## config.mk

```make
export PLATFORM = sky130hd
export DESIGN_NAME = fpu_rt_wb_arb_flat
export DESIGN_NICKNAME = d
export VERILOG_FILES = /design/src/rtl/fpu_rt_wb_arb_if.sv /design/src/rtl/fpu_rt_wb_arb.sv /design/src/flat_wrapper.sv
export SDC_FILE = /design/constraint.sdc
export NUM_CORES = 1
export LEC_CHECK = 0
export BUFFER_PORTS_ARGS = -buffer_cell sky130_fd_sc_hd__clkbuf_2
export CORE_AREA = 2 2 262 264
export DETAILED_ROUTE_END_ITERATION = 7
export DIE_AREA = 0 0 264 266
export GPL_ROUTABILITY_DRIVEN = 0
export HOLD_SLACK_MARGIN = 0.03
export PLACE_DENSITY = 0.51
export SYNTH_ARGS = -nofsm -noshare
export SYNTH_HDL_FRONTEND = slang
export SYNTH_SLANG_ARGS = --single-unit
export TNS_END_PERCENT = 10
```

## constraint.sdc

```tcl
create_clock -name clk -period 2.3 [get_ports clk]
set_input_delay 0 -clock clk [delete_from_list [all_inputs] [get_ports clk]]
set_output_delay 0 -clock clk [all_outputs]
set_load 0.005 [all_outputs]
```

## src/rtl/fpu_rt_wb_arb_if.sv

```systemverilog
// Root-unit writeback arbiter bundle: per-unit results in, one
// writeback tag plus delayed data out.
interface fpu_rt_wb_arb_if #(
   parameter int DATA_W = 84,
   parameter int REG_W  = 9
);
   logic                  except;
   logic                  wb_free;
   logic [3:0]            rt_vld;
   logic [4*DATA_W-1:0]   rt_res;
   logic [4*REG_W-1:0]    rt_reg;
   logic [4*10-1:0]       rt_ii;
   logic [4*13-1:0]       rt_op;
   logic [4*11-1:0]       rt_exc;
   logic [10:0]           exc_mask;
   logic [3:0]            rt_ack;
   logic [3:0]            out_en;
   logic [9:0]            out_ii;
   logic [12:0]           out_op;
   logic [REG_W-1:0]      fu_reg;
   logic                  fu_wen;
   logic [DATA_W-1:0]     out_data;
   logic                  out_data_vld;
   logic [10:0]           exc_raise;
   logic [10:0]           exc_flags;

   modport master (
      output except, wb_free, rt_vld, rt_res, rt_reg,
      output rt_ii, rt_op, rt_exc, exc_mask,
      input  rt_ack, out_en, out_ii, out_op, fu_reg,
      input  fu_wen, out_data, out_data_vld,
      input  exc_raise, exc_flags
   );

   modport slave (
      input  except, wb_free, rt_vld, rt_res, rt_reg,
      input  rt_ii, rt_op, rt_exc, exc_mask,
      output rt_ack, out_en, out_ii, out_op, fu_reg,
      output fu_wen, out_data, out_data_vld,
      output exc_raise, exc_flags
   );
endinterface

```

## src/rtl/fpu_rt_wb_arb.sv

```systemverilog
// Round-robin writeback arbiter for four FP root units; tags now,
// data DATA_DLY cycles later. FPU_RT_EXC_EN carries exception flags.
module fpu_rt_wb_arb #(
   parameter int DATA_W   = 84,
   parameter int REG_W    = 9,
   parameter int DATA_DLY = 5
) (
   input logic            clk,
   input logic            rst,
   fpu_rt_wb_arb_if.slave bus
);
   logic [1:0]        ptr;
   logic [1:0]        gnt_idx;
   logic [1:0]        idx;
   logic              gnt_vld;
   logic [DATA_DLY:0] pv;
   logic [DATA_W-1:0] pd [DATA_DLY+1];

   // search starts at ptr and wraps; first valid unit wins
   always_comb begin
      gnt_vld = 1'b0;
      gnt_idx = ptr;
      idx     = '0;
      for (int k = 0; k < 4; k++) begin
         idx = ptr + 2'(k);
         if (!gnt_vld && bus.rt_vld[idx]) begin
            gnt_vld = 1'b1;
            gnt_idx = idx;
         end
      end
      if (!(bus.wb_free && !bus.except && rst))
         gnt_vld = 1'b0;
   end

   assign bus.rt_ack = gnt_vld ? (4'b0001 << gnt_idx) : 4'b0000;

   always_ff @(posedge clk or negedge rst) begin
      if (!rst) begin
         ptr        <= '0;
         bus.out_en <= '0;
         bus.fu_wen <= 1'b0;
         bus.out_ii <= '0;
         bus.out_op <= '0;
         bus.fu_reg <= '0;
      end else begin
         if (gnt_vld)
            ptr <= gnt_idx + 2'd1;
         bus.out_en <= gnt_vld ? 4'b1001 : 4'b0000;
         bus.fu_wen <= gnt_vld;
         bus.out_ii <= gnt_vld ?
            bus.rt_ii[int'(gnt_idx)*10 +: 10] : '0;
         bus.out_op <= gnt_vld ?
            bus.rt_op[int'(gnt_idx)*13 +: 13] : '0;
         bus.fu_reg <= gnt_vld ?
            bus.rt_reg[int'(gnt_idx)*REG_W +: REG_W] : '0;
      end
   end

   // flush drops every in-flight beat together with the tags
   always_ff @(posedge clk or negedge rst) begin
      if (!rst) begin
         pv <= '0;
         for (int i = 0; i <= DATA_DLY; i++)
            pd[i] <= '0;
      end else begin
         pv <= bus.except ? '0 : {pv[DATA_DLY-1:0], gnt_vld};
         pd[0] <= gnt_vld ?
            bus.rt_res[int'(gnt_idx)*DATA_W +: DATA_W] : '0;
         for (int i = 1; i <= DATA_DLY; i++)
            pd[i] <= pd[i-1];
      end
   end

   assign bus.out_data_vld = pv[DATA_DLY];
   assign bus.out_data     = pv[DATA_DLY] ? pd[DATA_DLY] : '0;

`ifdef FPU_RT_EXC_EN
   logic [10:0] pe [DATA_DLY+1];
   logic [10:0] flags;

   always_ff @(posedge clk or negedge rst) begin
      if (!rst) begin
         for (int i = 0; i <= DATA_DLY; i++)
            pe[i] <= '0;
      end else begin
         pe[0] <= gnt_vld ?
            bus.rt_exc[int'(gnt_idx)*11 +: 11] : '0;
         for (int i = 1; i <= DATA_DLY; i++)
            pe[i] <= pe[i-1];
      end
   end

   assign flags         = pv[DATA_DLY] ? pe[DATA_DLY] : '0;
   assign bus.exc_flags = flags;
   assign bus.exc_raise = flags & bus.exc_mask;
`else
   assign bus.exc_flags = '0;
   assign bus.exc_raise = '0;
`endif

endmodule
```

## src/flat_wrapper.sv

```systemverilog
// flat-port wrapper written by rule: the top's interface ports become plain ports
module fpu_rt_wb_arb_flat 
#(
   parameter int DATA_W   = 84,
   parameter int REG_W    = 9,
   parameter int DATA_DLY = 5
)
  (clk, rst, bus_except, bus_wb_free, bus_rt_vld, bus_rt_res, bus_rt_reg, bus_rt_ii, bus_rt_op, bus_rt_exc, bus_exc_mask, bus_rt_ack, bus_out_en, bus_out_ii, bus_out_op, bus_fu_reg, bus_fu_wen, bus_out_data, bus_out_data_vld, bus_exc_raise, bus_exc_flags);
  fpu_rt_wb_arb_if #(.DATA_W(DATA_W), .REG_W(REG_W)) bus_i ();
  input logic clk;
  input logic rst;
  input wire logic [$bits(bus_i.except)-1:0] bus_except;
  input wire logic [$bits(bus_i.wb_free)-1:0] bus_wb_free;
  input wire logic [$bits(bus_i.rt_vld)-1:0] bus_rt_vld;
  input wire logic [$bits(bus_i.rt_res)-1:0] bus_rt_res;
  input wire logic [$bits(bus_i.rt_reg)-1:0] bus_rt_reg;
  input wire logic [$bits(bus_i.rt_ii)-1:0] bus_rt_ii;
  input wire logic [$bits(bus_i.rt_op)-1:0] bus_rt_op;
  input wire logic [$bits(bus_i.rt_exc)-1:0] bus_rt_exc;
  input wire logic [$bits(bus_i.exc_mask)-1:0] bus_exc_mask;
  output wire logic [$bits(bus_i.rt_ack)-1:0] bus_rt_ack;
  output wire logic [$bits(bus_i.out_en)-1:0] bus_out_en;
  output wire logic [$bits(bus_i.out_ii)-1:0] bus_out_ii;
  output wire logic [$bits(bus_i.out_op)-1:0] bus_out_op;
  output wire logic [$bits(bus_i.fu_reg)-1:0] bus_fu_reg;
  output wire logic [$bits(bus_i.fu_wen)-1:0] bus_fu_wen;
  output wire logic [$bits(bus_i.out_data)-1:0] bus_out_data;
  output wire logic [$bits(bus_i.out_data_vld)-1:0] bus_out_data_vld;
  output wire logic [$bits(bus_i.exc_raise)-1:0] bus_exc_raise;
  output wire logic [$bits(bus_i.exc_flags)-1:0] bus_exc_flags;
  assign bus_i.except = bus_except;
  assign bus_i.wb_free = bus_wb_free;
  assign bus_i.rt_vld = bus_rt_vld;
  assign bus_i.rt_res = bus_rt_res;
  assign bus_i.rt_reg = bus_rt_reg;
  assign bus_i.rt_ii = bus_rt_ii;
  assign bus_i.rt_op = bus_rt_op;
  assign bus_i.rt_exc = bus_rt_exc;
  assign bus_i.exc_mask = bus_exc_mask;
  assign bus_rt_ack = bus_i.rt_ack;
  assign bus_out_en = bus_i.out_en;
  assign bus_out_ii = bus_i.out_ii;
  assign bus_out_op = bus_i.out_op;
  assign bus_fu_reg = bus_i.fu_reg;
  assign bus_fu_wen = bus_i.fu_wen;
  assign bus_out_data = bus_i.out_data;
  assign bus_out_data_vld = bus_i.out_data_vld;
  assign bus_exc_raise = bus_i.exc_raise;
  assign bus_exc_flags = bus_i.exc_flags;
  fpu_rt_wb_arb #(.DATA_W(DATA_W), .REG_W(REG_W), .DATA_DLY(DATA_DLY)) u_core (.clk(clk), .rst(rst), .bus(bus_i));
endmodule
```

== Word level (Yosys, flattened, before mapping) ==
Index checks and enable logic that the tools add are counted.
Storage, ports and cells
  bits in registers: 549
  latch bits: 0
  memory bits (writable): 0
  ROM bits: 0
  input port bits: 527
  output and inout bits: 148
  word-level logic and storage cells: 63
  memories kept: 0
Cells by class
  $add $sub $neg: 4
  multipliers: 4
  div/mod/pow operators: 0
  order comparisons: 4
  equal/unequal tests: 0
  shift-type cells: 5
  muxes and demuxes: 24
  bitwise logic cells: 0
  reduce and logical (&&, ||, !) cells: 9
Operators with widths (number)
  variable part select 336 x 32 -> 84 bit: 1
  two-way mux 84 bit: 2
  variable part select 52 x 32 -> 13 bit: 1
  variable part select 40 x 32 -> 10 bit: 1
  variable part select 36 x 32 -> 9 bit: 1
  two-way mux 13 bit: 1
  less-than comparator 2 x 3 -> 1 bit (second input constant): 4
  multiplier 2 x 4 -> 6 bit (second input constant): 2
  two-way mux 10 bit: 1
  two-way mux 1 bit: 9
  two-way mux 9 bit: 1
  binary-select mux 1 bit (select 2 bit): 4
  two-way mux 4 bit: 2
  multiplier 2 x 5 -> 7 bit (second input constant): 1
  two-way mux 2 bit: 3
  two-way mux 6 bit: 1
  logical AND 1 bit: 5
  multiplier 2 x 3 -> 5 bit (second input constant): 1
  adder 2 x 1 -> 2 bit (second input constant): 2
  adder 2 bit (second input constant): 2
  zero test 1 bit: 4
  left shift 1 x 2 -> 4 bit (first input constant): 1

== Logic depth before layout (Yosys ltp) ==
  depth in word-level cells: 15
  mapped depth: 9

== Worst setup path after synthesis ==
Ideal clock, no wire load.
  path kind: reg-to-reg
  start: reg u_core.ptr[1]
  end: reg u_core.ptr[1]
  setup time: 0.125 ns
  data arrival time: 1.707 ns
  setup slack: 0.468 ns
  stages on the path, launching flop included: 9
  path buffers: 3
  cells stage by stage: dfrtp_1 nor3b_1 a21oi_1 a2bb2oi_1 buf_4 buf_6 buf_6 ha_1 mux2_2
On the way
  longest elaborated chain between the ends: 13
  elaborated cells on any way between the ends: 26
  those cells by class: add/sub: 4; mux: 16; reduce/logical: 6
Ends and longest elaborated chain
  from (decl): RTL line fpu_rt_wb_arb.sv:12  | logic [1:0] ptr;
  from (signal assigned): RTL line fpu_rt_wb_arb.sv:47  | ptr <= gnt_idx + 2'd1;
  parallel branches: the longest is 13 deep, another holds adder 2 x 1 -> 2 bit
Several ways; the timed one is not identified. The select of a mux whose other input is x is not followed.
A chain may end at the register's enable or synchronous reset.

== Final worst setup path ==
  start: reg u_core.ptr[1]
  end: out bus_rt_ack[1]
On the way
  longest elaborated chain between the ends: 14
  elaborated cells on any way between the ends: 27
  those cells by class: add/sub: 3; shift: 1; mux: 17; reduce/logical: 6
Ends and longest elaborated chain
  parallel branches: the longest is 13 deep, another holds adder 2 x 1 -> 2 bit
  two-way mux 4 bit (*): RTL line fpu_rt_wb_arb.sv:35  | assign bus.rt_ack = gnt_vld ? (4'b0001 << gnt_idx) : 4'b0000;
  to (decl): RTL line flat_wrapper.sv:21  | output wire logic [$bits(bus_i.rt_ack)-1:0] bus_rt_ack;
Every way passes the cells marked *. The select of a mux whose other input is x is not followed.

==> out/qor.csv <==
metric,value,unit
dp_cells,2567,
grt_overflow_total,0,
power.internal,18600,uW
crit_path_max_fanout,6,
met3_routing_resource_usage_after_global_routing,4.41,%
report.power.total,24700,uW
chipWidth,264,um
grt.met1_usage,18.0,%
worst_path_dominant_cell_family,flip-flops,
edff_count_synth,0,
power_density,853,mW/mm2
cp_data_required_time,2300,ps
distinct_cell_type_count_after_synthesis,26,
post-route-worst-setup-slack,132,ps
rrSetupSlack,150,ps
clkPwrFrac,37.9,%
largest-register,u_core.pd,
synth_flop_cell,sky130_fd_sc_hd__dfrtp_1,
total_switching_power,6150,uW
async_reset_ff_share,100,%
netlist.top_cell.by_area,sky130_fd_sc_hd__dfrtp_1,
crit_buf_inv,4,
final.setup.tns,0,ps
maxClockFrequency,0.461,GHz
clkTransAtPathRegs,60,ps
max_cap_check_violation_count,0,
cts_sinks,545,
route.detailed.vias_per_inst,4.25,
timing.critical_path.arrival,2170,ps
cts_tree,built,
worst_hold_path_class,in -> async,
dieArea,0.0702,mm2
synth.most_common_cell,sky130_fd_sc_hd__dfrtp_1,
critical_path.startpoint,u_core.ptr[1]$_DFFE_PN0P_,
layout.cell_area.non_filler,0.0290,mm2
sequentialPowerShare,43.1,%
critical_path.slowest_cell,sky130_fd_sc_hd__dfrtp_2,
top_regs,"u_core.pd x504, u_core.bus.out_op x13, u_core.bus.out_ii x10",
die_h,266,um
power.static_leakage,0.0152,uW
final_hold_violation_count,0,
post-place-ws,146,ps
grt_start_max_net_pins,188,
global_route.usage.met2,25.1,%
ioPinCount,675,
cpPeakStageDelay,430,ps
tritoncts.num_buffers,56,
cp_cell_sequence,"nor3b_2, a21oi_2, a2bb2oi_4, buf_12, buf_8, inv_2, ha_1, and2_1, clkbuf_2",
syn-instance-count,1103,
grt_antenna_before_repair,5,
first_global_vias,14965,
first_pass_grt_wire_length,84.3,mm
io_buffers,595,
tightestPinTransition,1050,ps
placement.cell_area,0.0222,mm2
yosysTopAreaCellShare,75.3,%
r2r_start,u_core.ptr[1]$_DFFE_PN0P_,
post_drt_wl_per_cell,17.7,um
final_layout_size_suffix_gt1_share,33.8,%
synth_top_cells_by_count,"sky130_fd_sc_hd__dfrtp_1 (545), sky130_fd_sc_hd__mux2i_1 (232), sky130_fd_sc_hd__o22ai_1 (117)",
synth.area.top_cells,"sky130_fd_sc_hd__dfrtp_1 (75%), sky130_fd_sc_hd__mux2i_1 (13%), sky130_fd_sc_hd__o22ai_1 (4.0%), sky130_fd_sc_hd__and2_1 (3.0%), sky130_fd_sc_hd__buf_6 (1.5%)",
std_cell_rows,96,
ys_seq_elements,545,
irDropWorstVdd,477,uV
timing.final.crit_share,94.3,%
post-route-min-period,2170,ps
routed-via-count,13392,
placeableCoreArea,0.0677,mm2
root_buffer,sky130_fd_sc_hd__clkbuf_16,
maxSlewViolCount,0,
criticalPathCategory,reg -> out,
dp.final_hpwl,33.0,mm
htreeDepth,2,
clockBufferDepth,3,
switching_share,24.9,%
yosysWarningCount,0,
global_route.peak_usage_layer,met2,
relative_slew_slack,30.3,%
drt_drc_violations_left,0,
instances_no_fill,3150,
mean_syn_cell_area,16.4,um2
start_util,26.7,%
synth-seq-area-share,75.3,%
synthesis.area,0.0181,mm2
detail_route.first_pass.iterations,5,
global_route.usage.total,15.5,%
critical_path.endpoint_type,output pin,
final_antenna_net_count,0,
share_comb_of_total_power,19.0,%
area_delta_synth_final,60.1,%
status,completed,
final_net_count,2749,
clock_latency,590,ps
start_kind,flop,
timing.final.setup_violations,0,
drt_wl_total,55.7,mm
nFillCells,6089,
finClkSkew,25.8,ps
drt_first_iter_violations,649,
number_of_flip_flops_in_the_largest_register,504,
-- layout by cell type, fill, tap and decap left out, types with 10 or more instances in the layout --
cell type                         n
sky130_fd_sc_hd__clkbuf_2       594
sky130_fd_sc_hd__dfrtp_1        543
sky130_fd_sc_hd__dlygate4sd3_1  468
sky130_fd_sc_hd__mux2i_1        232
sky130_fd_sc_hd__o22ai_1        117
sky130_fd_sc_hd__and2_1          88
sky130_fd_sc_hd__clkbuf_16       57
sky130_fd_sc_hd__buf_4           43
sky130_fd_sc_hd__conb_1          24
sky130_fd_sc_hd__clkbuf_8        14
sky130_fd_sc_hd__clkinv_2        10
sky130_fd_sc_hd__buf_12          10
-- routing by layer --
metal,vias to the layer above,wire length (um),part of all wire [%]
met5,-,11,0.020
met4,2,3660,6.6
met3,253,3790,6.8
met2,670,26400,47
met1,6467,21800,39
li1,6000,-,-
-- repair_timing --
action,in CTS,in global routing
hold endpoints to repair,327,0
hold buffers,468,0
setup endpoints to repair,4,4
setup buffers,4,1
pin swaps,1,3
cloned,2,0
gates resized for setup,3,8
-- worst reg2reg max path: stages, from the launching register on --
cell	delay, ps
sky130_fd_sc_hd__dfrtp_2	430
sky130_fd_sc_hd__nor3b_2	220
sky130_fd_sc_hd__a21oi_2	70
sky130_fd_sc_hd__a2bb2oi_4	160
sky130_fd_sc_hd__buf_4	160
sky130_fd_sc_hd__bufbuf_16	350
sky130_fd_sc_hd__buf_4	230
sky130_fd_sc_hd__mux2i_1	290
sky130_fd_sc_hd__o22ai_1	120
-- power groups by stage --
stage	clock network, uW	registers (uW)	logic (uW)
2_1_floorplan	0	10800	2450
3_5_place_dp	0	10900	3630
5_1_grt	10100	10700	4990
4_1_cts	9730	10700	4570
6_report	9370	10700	4700
3_3_place_gp	0	10800	3560
-- worst paths after layout --
path                                                       end  depth (start not counted)
worst max-delay path                             bus_rt_ack[1]                          9
min in group clk                u_core.bus.out_en[0]$_DFF_PN0_                          3
worst min-delay path                  u_core.pd[295]$_DFF_PN0_                          3
worst min register to register        u_core.pd[154]$_DFF_PN0_                          0
worst max register to register        u_core.pd[493]$_DFF_PN0_                          8
max in group asynchronous       u_core.bus.out_op[5]$_DFF_PN0_                          4
-- cell type report --
cell class,instances,area (um2),share of cell area [%]
Timing Repair Buffer,1120,8290,28.6
Sequential cell,545,13600,47.1
Tap cell,882,1100,3.81
Clock buffer,75,1630,5.64
Clock inverter,27,324,1.12
Multi-Input combinational cell,492,3980,13.7
Antenna cell,6,15.0,0.0518
Inverter,3,11.3,0.0388
-- cells by family (layout without fill, tap and decap cells) --
group,Yosys count,in the layout,share of synthesized area (%)
simple gates,107,107,3.74
buf+inv,89,1225,3.49
fa+ha+maj,4,4,0.276
flops,545,545,75.3
mux,233,233,12.9
other cells,1,30,0.0207
compound gates,124,124,4.30
-- metrics by stage --
stage | utilization [%] | hold WS, ps
4_1_cts | 42.7 | 40.9
2_1_floorplan | - | -296
3_3_place_gp | 32.8 | 86.4
6_report | 42.8 | 56.9
5_1_grt | 42.8 | 70.6
3_5_place_dp | 32.8 | 88.4
No activity file was read; power rests on OpenSTA's default activity.
